### config.mk
export PLATFORM = sky130hd
export DESIGN_NAME = pipe_result_collector
export DESIGN_NICKNAME = d
export VERILOG_FILES = /design/src/rtl/prc_pkg.sv /design/src/rtl/prc_sync_fifo.sv /design/src/rtl/pipe_result_collector.sv
export SDC_FILE = /design/constraint.sdc
export NUM_CORES = 1
export LEC_CHECK = 0
export ABC_AREA = 1
export BUFFER_PORTS_ARGS = -buffer_cell sky130_fd_sc_hd__buf_4
export CAP_MARGIN = 20
export CELL_PAD_IN_SITES_DETAIL_PLACEMENT = 1
export CELL_PAD_IN_SITES_GLOBAL_PLACEMENT = 1
export CORE_UTILIZATION = 36
export DETAILED_ROUTE_END_ITERATION = 10
export PLACE_DENSITY = 0.82
export SLEW_MARGIN = 20
export SYNTH_ARGS = -nofsm -noshare
export SYNTH_HDL_FRONTEND = slang
export SYNTH_HIERARCHICAL = 1
export SYNTH_SLANG_ARGS = --single-unit
### constraint.sdc
create_clock -name clk -period 2 [get_ports clk]
set_input_delay 0.2 -clock clk [delete_from_list [all_inputs] [get_ports clk]]
set_output_delay 0.2 -clock clk [all_outputs]
set_load 0.005 [all_outputs]
### src/rtl/prc_pkg.sv
// Shared constants and helpers for the pipeline result collector.
// Default geometry, the accumulator saturation value and the occupancy-width helper.
package prc_pkg;

  localparam int PRC_DATA_W  = 6;
  localparam int PRC_LATENCY = 3;
  localparam int PRC_DEPTH   = 4;
  localparam int PRC_SUM_W   = 12;

  localparam logic [PRC_SUM_W-1:0] PRC_SUM_MAX = {PRC_SUM_W{1'b1}};

  // Occupancy needs one extra bit so that a full FIFO (level == DEPTH) is representable.
  function automatic int prc_level_w(input int depth);
    return $clog2(depth) + 1;
  endfunction

endpackage

### src/rtl/prc_sync_fifo.sv
// Parameterised synchronous FIFO with occupancy, full and empty.
// The head word is presented combinationally from storage and forced to 0 while empty.
module prc_sync_fifo
  import prc_pkg::*;
#(
  parameter int W     = PRC_DATA_W,
  parameter int DEPTH = PRC_DEPTH
) (
  input  logic                            clk,
  input  logic                            rst,
  input  logic                            clr,
  input  logic                            push,
  input  logic                            pop,
  input  logic [W-1:0]                    wdata,
  output logic [W-1:0]                    rdata,
  output logic [prc_level_w(DEPTH)-1:0]   level,
  output logic                            full,
  output logic                            empty
);

  localparam int AW = $clog2(DEPTH);
  localparam int LW = prc_level_w(DEPTH);

  logic [W-1:0]  mem_q [DEPTH];
  logic [W-1:0]  mem_d [DEPTH];
  logic [AW-1:0] wr_ptr_q, wr_ptr_d;
  logic [AW-1:0] rd_ptr_q, rd_ptr_d;
  logic [LW-1:0] level_q, level_d;

  // Next-state for storage, pointers and occupancy; clr wins over push/pop.
  always_comb begin
    mem_d    = mem_q;
    wr_ptr_d = wr_ptr_q;
    rd_ptr_d = rd_ptr_q;
    level_d  = level_q;
    if (clr) begin
      wr_ptr_d = {AW{1'b0}};
      rd_ptr_d = {AW{1'b0}};
      level_d  = {LW{1'b0}};
    end else begin
      if (push) begin
        mem_d[wr_ptr_q] = wdata;
        wr_ptr_d        = wr_ptr_q + AW'(1);
      end else begin
        wr_ptr_d = wr_ptr_q;
      end
      if (pop) begin
        rd_ptr_d = rd_ptr_q + AW'(1);
      end else begin
        rd_ptr_d = rd_ptr_q;
      end
      case ({push, pop})
        2'b10:   level_d = level_q + LW'(1);
        2'b01:   level_d = level_q - LW'(1);
        default: level_d = level_q;
      endcase
    end
  end

  // State registers.
  always_ff @(posedge clk or posedge rst) begin
    if (rst) begin
      for (int i = 0; i < DEPTH; i++) begin
        mem_q[i] <= {W{1'b0}};
      end
      wr_ptr_q <= {AW{1'b0}};
      rd_ptr_q <= {AW{1'b0}};
      level_q  <= {LW{1'b0}};
    end else begin
      for (int i = 0; i < DEPTH; i++) begin
        mem_q[i] <= mem_d[i];
      end
      wr_ptr_q <= wr_ptr_d;
      rd_ptr_q <= rd_ptr_d;
      level_q  <= level_d;
    end
  end

  assign level = level_q;
  assign full  = (level_q == LW'(DEPTH));
  assign empty = (level_q == {LW{1'b0}});
  assign rdata = empty ? {W{1'b0}} : mem_q[rd_ptr_q];

endmodule

### src/rtl/pipe_result_collector.sv
// Collects valid results from the un-flagged arithmetic pipeline into a FIFO and drains them.
// Build option PRC_STATS_EN adds the saturating result sum and the result counter.
module pipe_result_collector
  import prc_pkg::*;
#(
  parameter int DATA_W  = PRC_DATA_W,
  parameter int LATENCY = PRC_LATENCY,
  parameter int DEPTH   = PRC_DEPTH,
  parameter int SUM_W   = PRC_SUM_W
) (
  input  logic                           clk,
  input  logic                           rst,
  input  logic                           issue_valid,
  input  logic [DATA_W-1:0]              pipe_data,
  input  logic                           flush,
  input  logic                           res_ready,
  output logic                           res_valid,
  output logic [DATA_W-1:0]              res_data,
  output logic [prc_level_w(DEPTH)-1:0]  fifo_level,
  output logic                           drop_err,
  output logic [SUM_W-1:0]               acc_sum,
  output logic [7:0]                     result_count
);

  logic [LATENCY-1:0] vd_q, vd_d;
  logic               drop_err_q, drop_err_d;
  logic               cap;
  logic               push;
  logic               pop;
  logic               full;
  logic               empty;

  // Valid delay line mirroring the arithmetic pipeline latency.
  always_comb begin
    vd_d = vd_q;
    if (flush) begin
      vd_d = {LATENCY{1'b0}};
    end else begin
      vd_d[0] = issue_valid;
      for (int i = 1; i < LATENCY; i++) begin
        vd_d[i] = vd_q[i-1];
      end
    end
  end

  // A full FIFO still accepts a capture when the head leaves in the same cycle.
  assign cap  = vd_q[LATENCY-1];
  assign pop  = res_valid & res_ready & ~flush;
  assign push = cap & (~full | pop) & ~flush;

  // Sticky overflow flag.
  always_comb begin
    drop_err_d = drop_err_q;
    if (flush) begin
      drop_err_d = 1'b0;
    end else if (cap & full & ~pop) begin
      drop_err_d = 1'b1;
    end else begin
      drop_err_d = drop_err_q;
    end
  end

  // Delay line and overflow flag registers.
  always_ff @(posedge clk or posedge rst) begin
    if (rst) begin
      vd_q       <= {LATENCY{1'b0}};
      drop_err_q <= 1'b0;
    end else begin
      vd_q       <= vd_d;
      drop_err_q <= drop_err_d;
    end
  end

  prc_sync_fifo #(
    .W     (DATA_W),
    .DEPTH (DEPTH)
  ) u_fifo (
    .clk   (clk),
    .rst   (rst),
    .clr   (flush),
    .push  (push),
    .pop   (pop),
    .wdata (pipe_data),
    .rdata (res_data),
    .level (fifo_level),
    .full  (full),
    .empty (empty)
  );

  assign res_valid = ~empty;
  assign drop_err  = drop_err_q;

`ifdef PRC_STATS_EN
  localparam logic [SUM_W-1:0] SUM_MAX = {SUM_W{1'b1}};

  logic [SUM_W-1:0] acc_sum_q, acc_sum_d;
  logic [7:0]       result_count_q, result_count_d;
  logic [SUM_W:0]   sum_wide;

  // Saturating sum and wrapping count of words actually pushed.
  always_comb begin
    sum_wide       = {1'b0, acc_sum_q} + (SUM_W+1)'(pipe_data);
    acc_sum_d      = acc_sum_q;
    result_count_d = result_count_q;
    if (flush) begin
      acc_sum_d      = {SUM_W{1'b0}};
      result_count_d = 8'd0;
    end else if (push) begin
      acc_sum_d      = sum_wide[SUM_W] ? SUM_MAX : sum_wide[SUM_W-1:0];
      result_count_d = result_count_q + 8'd1;
    end else begin
      acc_sum_d      = acc_sum_q;
      result_count_d = result_count_q;
    end
  end

  // Statistics registers.
  always_ff @(posedge clk or posedge rst) begin
    if (rst) begin
      acc_sum_q      <= {SUM_W{1'b0}};
      result_count_q <= 8'd0;
    end else begin
      acc_sum_q      <= acc_sum_d;
      result_count_q <= result_count_d;
    end
  end

  assign acc_sum      = acc_sum_q;
  assign result_count = result_count_q;
`else
  assign acc_sum      = {SUM_W{1'b0}};
  assign result_count = 8'd0;
`endif

endmodule

* Word level (Yosys, flattened, before mapping)
Index checks and enable logic that the tools add are counted.
** Cells by class
- $add $sub $neg :: 4
- Multipliers :: 0
- Div/mod/pow operators :: 0
- Magnitude comparators :: 3
- Equality and inequality tests :: 3
- Shifts and indexed selects :: 0
- Mux-type cells :: 16
- Bitwise gates (word level) :: 13
- Reduce and logical (&&, ||, !) cells :: 7
** Operator list (count)
- $bwmux 24 :: 1
- $mux 6 :: 4
- $bmux 6 s2 :: 1
- $demux 6 s2 :: 1
- $mux 2 :: 4
- $and 1x1->1 :: 6
- $ge 3x3->1 const B :: 2
- $mux 3 :: 2
- $not 2->3 :: 2
- $pmux 3 s2 :: 1
- $reduce_bool 2->1 :: 3
- $add 2x1->2 const B :: 2
- $not 1->1 :: 4
- $add 3x1->3 const B :: 1
- $eq 3x3->1 const B :: 1
- $logic_not 3->1 :: 1
- $lt 3x1->1 const B :: 1
- $reduce_bool 3->1 :: 1
- $sub 3x1->3 const B :: 1
- $eq 2x1->1 const B :: 1
- $eq 2x2->1 const B :: 1
- $mux 1 :: 2
- $reduce_and 2->1 :: 1
- $logic_and 1x1->1 :: 1
- $or 1x1->1 :: 1
** Word-level totals
- Flip-flop bits (word level) :: 35
- Bits in latches :: 0
- Memory bits (writable) :: 0
- Memory bits (read-only) :: 0
- Input bits :: 11
- Output and inout bits :: 31
- Word-level logic and storage cells :: 55
- Memories kept :: 0

* Longest topological paths before layout
- Word-level depth :: 10
- Mapped depth :: 15
- Depth with buffers taken out :: 15

* Cells and area by module
Netlist, hierarchy kept.
** Modules (own cells, without submodules)
- prc_sync_fifo :: instances 1, cells each 211, area an instance 1734.2 µm², sequential area each 775.7 µm²
- pipe_result_collector :: instances 1, cells each 43, area an instance 332.8 µm², sequential area each 100.1 µm²

* Least setup slack after synthesis
OpenSTA, ideal clock, no wires.
- Path type :: reg-to-reg
- Start point :: register u_fifo.level_q[0] (netlist: u_fifo/level[0])
- End point :: register u_fifo.level_q[2] (netlist: u_fifo/level[2])
- Library setup time :: 0.116 ns
- Arrival time :: 1.848 ns
- Slack :: 0.036 ns
- Cell stages (with the launch flop) :: 14
- Path buffers :: 0
- Clock period less this slack :: 1.964 ns
- Cell sequence :: dfrtp_1 -> nor3_2 -> inv_2 -> nand2_2 -> nor2_1 -> nand2_1 -> inv_2 -> fa_1 -> inv_1 -> nand2_1 -> nand3_1 -> nand2_1 -> nand2_1 -> nand2_1
** Between the ends
- Longest elaborated chain between the ends :: 10
- Elaborated cells on any way between the ends :: 16
** RTL lines
- start: declaration :: RTL line prc_sync_fifo.sv:28 : logic [LW-1:0] level_q, level_d;
- start signal: assignment :: RTL line prc_sync_fifo.sv:68 : level_q <= {LW{1'b0}};
- start signal: assignment :: RTL line prc_sync_fifo.sv:75 : level_q <= level_d;
- $logic_not 3->1 * :: RTL line prc_sync_fifo.sv:81 : assign empty = (level_q == {LW{1'b0}});
- net empty :: RTL line pipe_result_collector.sv:31 : logic empty;
- $not 1->1 * :: RTL line pipe_result_collector.sv:90 : assign res_valid = ~empty;
- net res_valid :: RTL line pipe_result_collector.sv:17 : output logic res_valid,
- $and 1x1->1 * (2 in series) :: RTL line pipe_result_collector.sv:48 : assign pop = res_valid & res_ready & ~flush;
- net pop :: RTL line pipe_result_collector.sv:29 : logic pop;
- $or 1x1->1 :: RTL line pipe_result_collector.sv:49 : assign push = cap & (~full | pop) & ~flush;
- $and 1x1->1 (2 in series) :: RTL line pipe_result_collector.sv:49
- $eq 2x1->1 / $eq 2x2->1 (equally long branches) :: RTL line prc_sync_fifo.sv:52 : case ({push, pop})
- $pmux 3 s2 :: RTL line prc_sync_fifo.sv:52
- $mux 3 :: RTL line prc_sync_fifo.sv:36 : if (clr) begin
Mark *: on every way through the listed nets, which the timed path passes. The rest lies on a longest branch.
A chain may end at the register's enable or synchronous reset.

* Worst setup path after layout
- Start point :: register u_fifo.level_q[0] (netlist: u_fifo/level[0])
- End point :: register u_fifo.level_q[2] (netlist: u_fifo/level[2])
** Between the ends
- Longest elaborated chain between the ends :: 10
- Elaborated cells on any way between the ends :: 16
** RTL lines
- $logic_not 3->1 * :: RTL line prc_sync_fifo.sv:81
- net empty :: RTL line pipe_result_collector.sv:31
- $not 1->1 * :: RTL line pipe_result_collector.sv:90
- $and 1x1->1 * (2 in series) :: RTL line pipe_result_collector.sv:48
- $or 1x1->1 * :: RTL line pipe_result_collector.sv:49
- $and 1x1->1 * (2 in series) :: RTL line pipe_result_collector.sv:49
- net push :: RTL line pipe_result_collector.sv:28 : logic push;
- $eq 2x1->1 / $eq 2x2->1 (equally long branches) :: RTL line prc_sync_fifo.sv:52
- $pmux 3 s2 :: RTL line prc_sync_fifo.sv:52
- $mux 3 :: RTL line prc_sync_fifo.sv:36
Marks and branches as above.

==> results by group <==
Route
  – DRC Markers: 0
  – Initial DRC count: 80
  – Via density per instance: 4.46
  – DRT Pass-1 Iters: 4
  – Vias: 1588
  – WL final: 4460 um
  – Drt wl/cell: 12.5 um
  – ANT nets after route: 0

Flow run
  – Max-Cap Viols: 0

Clock tree
  – Clk Latency, worst-skew pair: 0.29 ns
  – CTS sink cnt: 35
  – CTS tree: done
  – Clk buf depth: 2
  – Reg clk slew, reported paths: 0.07 ns
  – Total CTS buffers: 5
  – H-Tree Depth: 2
  – CTS root buffer: clkbuf_8

STA
  – Final setup viols: 0
  – Final min period: 1.91 ns
  – Fin. max-slew vios: 0
  – Peak Freq: 525 MHz
  – Tcrit/Tclk final: 95.3%
  – Clock Skews: 0.00720 ns
  – Fin Setup TNS: 0 ns
  – RSZ-0062 raised after global routing: true
  – Final Hold Fails: 0

Worst setup path
  – Critical Path RT: 2.19 ns
  – Worst Setup Path Type: flip-flop to flip-flop
  – Crit path top cell by count: nand2_1
  – CP arrival: 2.09 ns
  – Cell family with most CP delay: simple AND/OR/NAND/NOR gates
  – Critical path, cell by cell: nor3_4 > inv_2 > nand2_4 > a21oi_4 > inv_2 > nand2_2 > inv_2 > fa_2 > inv_1 > nand2_1 > nand2_1 > nand2_1 > nand2_1 > nand2_1 > nand2_1
  – CP Max Fanout: 4
  – Reg2reg end: u_fifo/level[2]
  – End of the critical path: u_fifo/level[2]
  – Crit path depth: 15
  – Critical Path Source: u_fifo/level[0]
  – Slowest stage cell on the critical path: dfrtp_2
  – Crit. End Element: flip-flop
  – R2R Path Start: u_fifo/level[0]
  – Worst path max stage delay: 0.46 ns
  – Worst r2r path cells: 15
  – Critical Path Source Type: flip-flop
  – CP bufs+invs: 4
  – Worst reg-to-reg setup slack: 0.09 ns

Final layout
  – Multi-input gate area: 948 sq um
  – Fillers: 694
  – Ant. Diodes: 0
  – Sequential cell area: 880 sq um
  – Fin util: 43.3%
  – Nets: 299
  – Layout cell share with drive strength beyond 1: 28.5%
  – Synthesis-to-layout area growth: 15.4%

Yosys
  – Syn. warnings: 6
  – Sequential area share after synthesis: 42.4%
  – Top_reg_cell synth: dfrtp_1
  – Largest cells by area after synthesis: dfrtp_1 42%, nand2_1 13%, o21ai_2 10%
  – Top cell type's share of synthesized area: 42.4%
  – Mapped Area: 2070 sq um
  – Post-synthesis async set-or-reset flop share: 100%
  – Area leader, netlist: dfrtp_1
  – Netlist cell types: 23
  – Post-Synthesis Mean Instance Area: 8.14 sq um
  – Most numerous cell in the Yosys netlist: nand2_1
  – Synth cell count leaders: 71 x nand2_1, 35 x dfrtp_1, 33 x inv_1
  – Count of state elements after synthesis: 35
  – Synth Instances: 254
  – Number of synthesized flops with an enable pin: 0

Global routing
  – Total GRT Usage: 16.0%
  – Met2 usage: 28.4%
  – Met1 usage: 19.1%
  – Met3 Usage GRT: 2.82%
  – First-pass GRT wire length: 7400 um
  – Vias in the first global route: 1549
  – Pin count of the biggest net entering global routing: 32
  – GRT Max-Usage Layer: met2
  – Total gr overflow: 0
  – Initial antenna violation count: 0

Floorplanning
  – # rows: 27
  – Height of the die: 77.8 um
  – CORE AREA: 5510 sq um
  – Starting density of the core: 37.5%
  – Die X-Extent: 77.8 um
  – Top Ports: 42
  – DIE AREA: 6050 sq um

Placement
  – Post-detail-place hpwl: 3000 um
  – Port bufs: 21
  – Final Wtd Congestion: 0.726

Pwr
  – Peak supply drop: 0.000343 V
  – P_leak: 1.22 nW
  – Pwr Density: 627 nW/um^2

Hold path
  – Cells on Worst Hold Path: 3
  – Hold Crit Class: input port to flip-flop

Run status
  – Status: completed
==> worst min path at each step <==
stage	start	slack, ns	end
finish	issue_valid	0.13	vd_q[0]
global route	issue_valid	0.12	vd_q[0]
CTS	issue_valid	0.13	vd_q[0]
detailed placement	rst	0.11	vd_q[0]
global placement	rst	0.10	vd_q[0]
floorplan	rst	-0.03	drop_err
==> state kept, by name, indices dropped and copies added (netlist names) <==
| signal | count |
|---|---|
| u_fifo/wr_ptr_q | 2 |
| vd_q | 3 |
| u_fifo/rd_ptr_q | 2 |
| u_fifo/mem_q | 24 |
| u_fifo/level | 3 |
| drop_err | 1 |
==> through the flow <==
step	cells	power [mW]	hold slack, ns	setup slack [ns]	cell area (sq um)
global placement	344	0.926	0.103	0.122	2210
detailed placement	344	0.936	0.113	-0.0332	2210
CTS	353	1.51	0.126	0.0563	2320
finish	356	1.49	0.133	0.0949	2380
floorplan	273	0.907	-0.0339	0.0355	2140
global route	356	1.56	0.123	-0.0334	2380
==> timing repair <==
item                                    in CTS  in global routing
buffers inserted                             0                  3
pin swaps                                    0                  3
hold buffers                                 1                  0
endpoints found under the setup margin       1                  2
gates resized for setup                      2                 10
endpoints found under the hold margin        4                  0
==> where the power goes <==
group	switching, mW	internal [mW]	total, mW
combinational	0.104	0.0649	0.169
clock	0.255	0.314	0.570
sequential	0.0180	0.738	0.756
==> logic make-up (layout without fill, tap and decap cells) <==
kind of cell | count (synthesis) | in the layout | share of synthesized area, %
AOI/OAI and AO/OA | 36 | 36 | 13.4
adders and majority gates | 5 | 5 | 3.39
buffers and inverters | 64 | 75 | 17.2
DFF | 35 | 35 | 42.4
other | 1 | 20 | 0.181
and+or+nand+nor | 113 | 113 | 23.4
==> cells in the final DEF (no fill, tap or decap), types with 2 or more instances in the layout <==
cell type,netlist,routed
a21oi_1,8,7
buf_4,20,29
clkbuf_8,0,7
conb_1,1,20
dfrtp_1,35,32
dfrtp_2,0,3
ha_1,4,4
inv_1,33,33
inv_2,4,4
nand2_1,71,70
nand2_2,2,2
nand2_4,4,5
nor2_1,32,31
nor3_4,0,2
o21ai_2,24,24
==> cell type report <==
class                      count  area share, %
multi-input combinational    174           39.8
sequential                    35           36.9
timing repair buffer          30           9.55
inverter                      37           5.82
clock buffer                   8           4.20
tap                           72           3.78
==> worst register-to-register path, cell delays in order (launching register included) <==
cell and delay, ns:
dfrtp_2 0.46, nor3_4 0.24, inv_2 0.08, nand2_4 0.09
a21oi_4 0.06, inv_2 0.11, nand2_2 0.09, inv_2 0.08
fa_2 0.20, inv_1 0.05, nand2_1 0.07, nand2_1 0.06
nand2_1 0.07, nand2_1 0.05, nand2_1 0.05, nand2_1 0.04
==> layer usage <==
metal / vias to the layer above / routed length, um
met4: 0 / 72
met2: 31 / 2410
met5: - / 0
met3: 7 / 101
li1: 783 / -
met1: 767 / 1870
(Power assumes the default switching activity.)
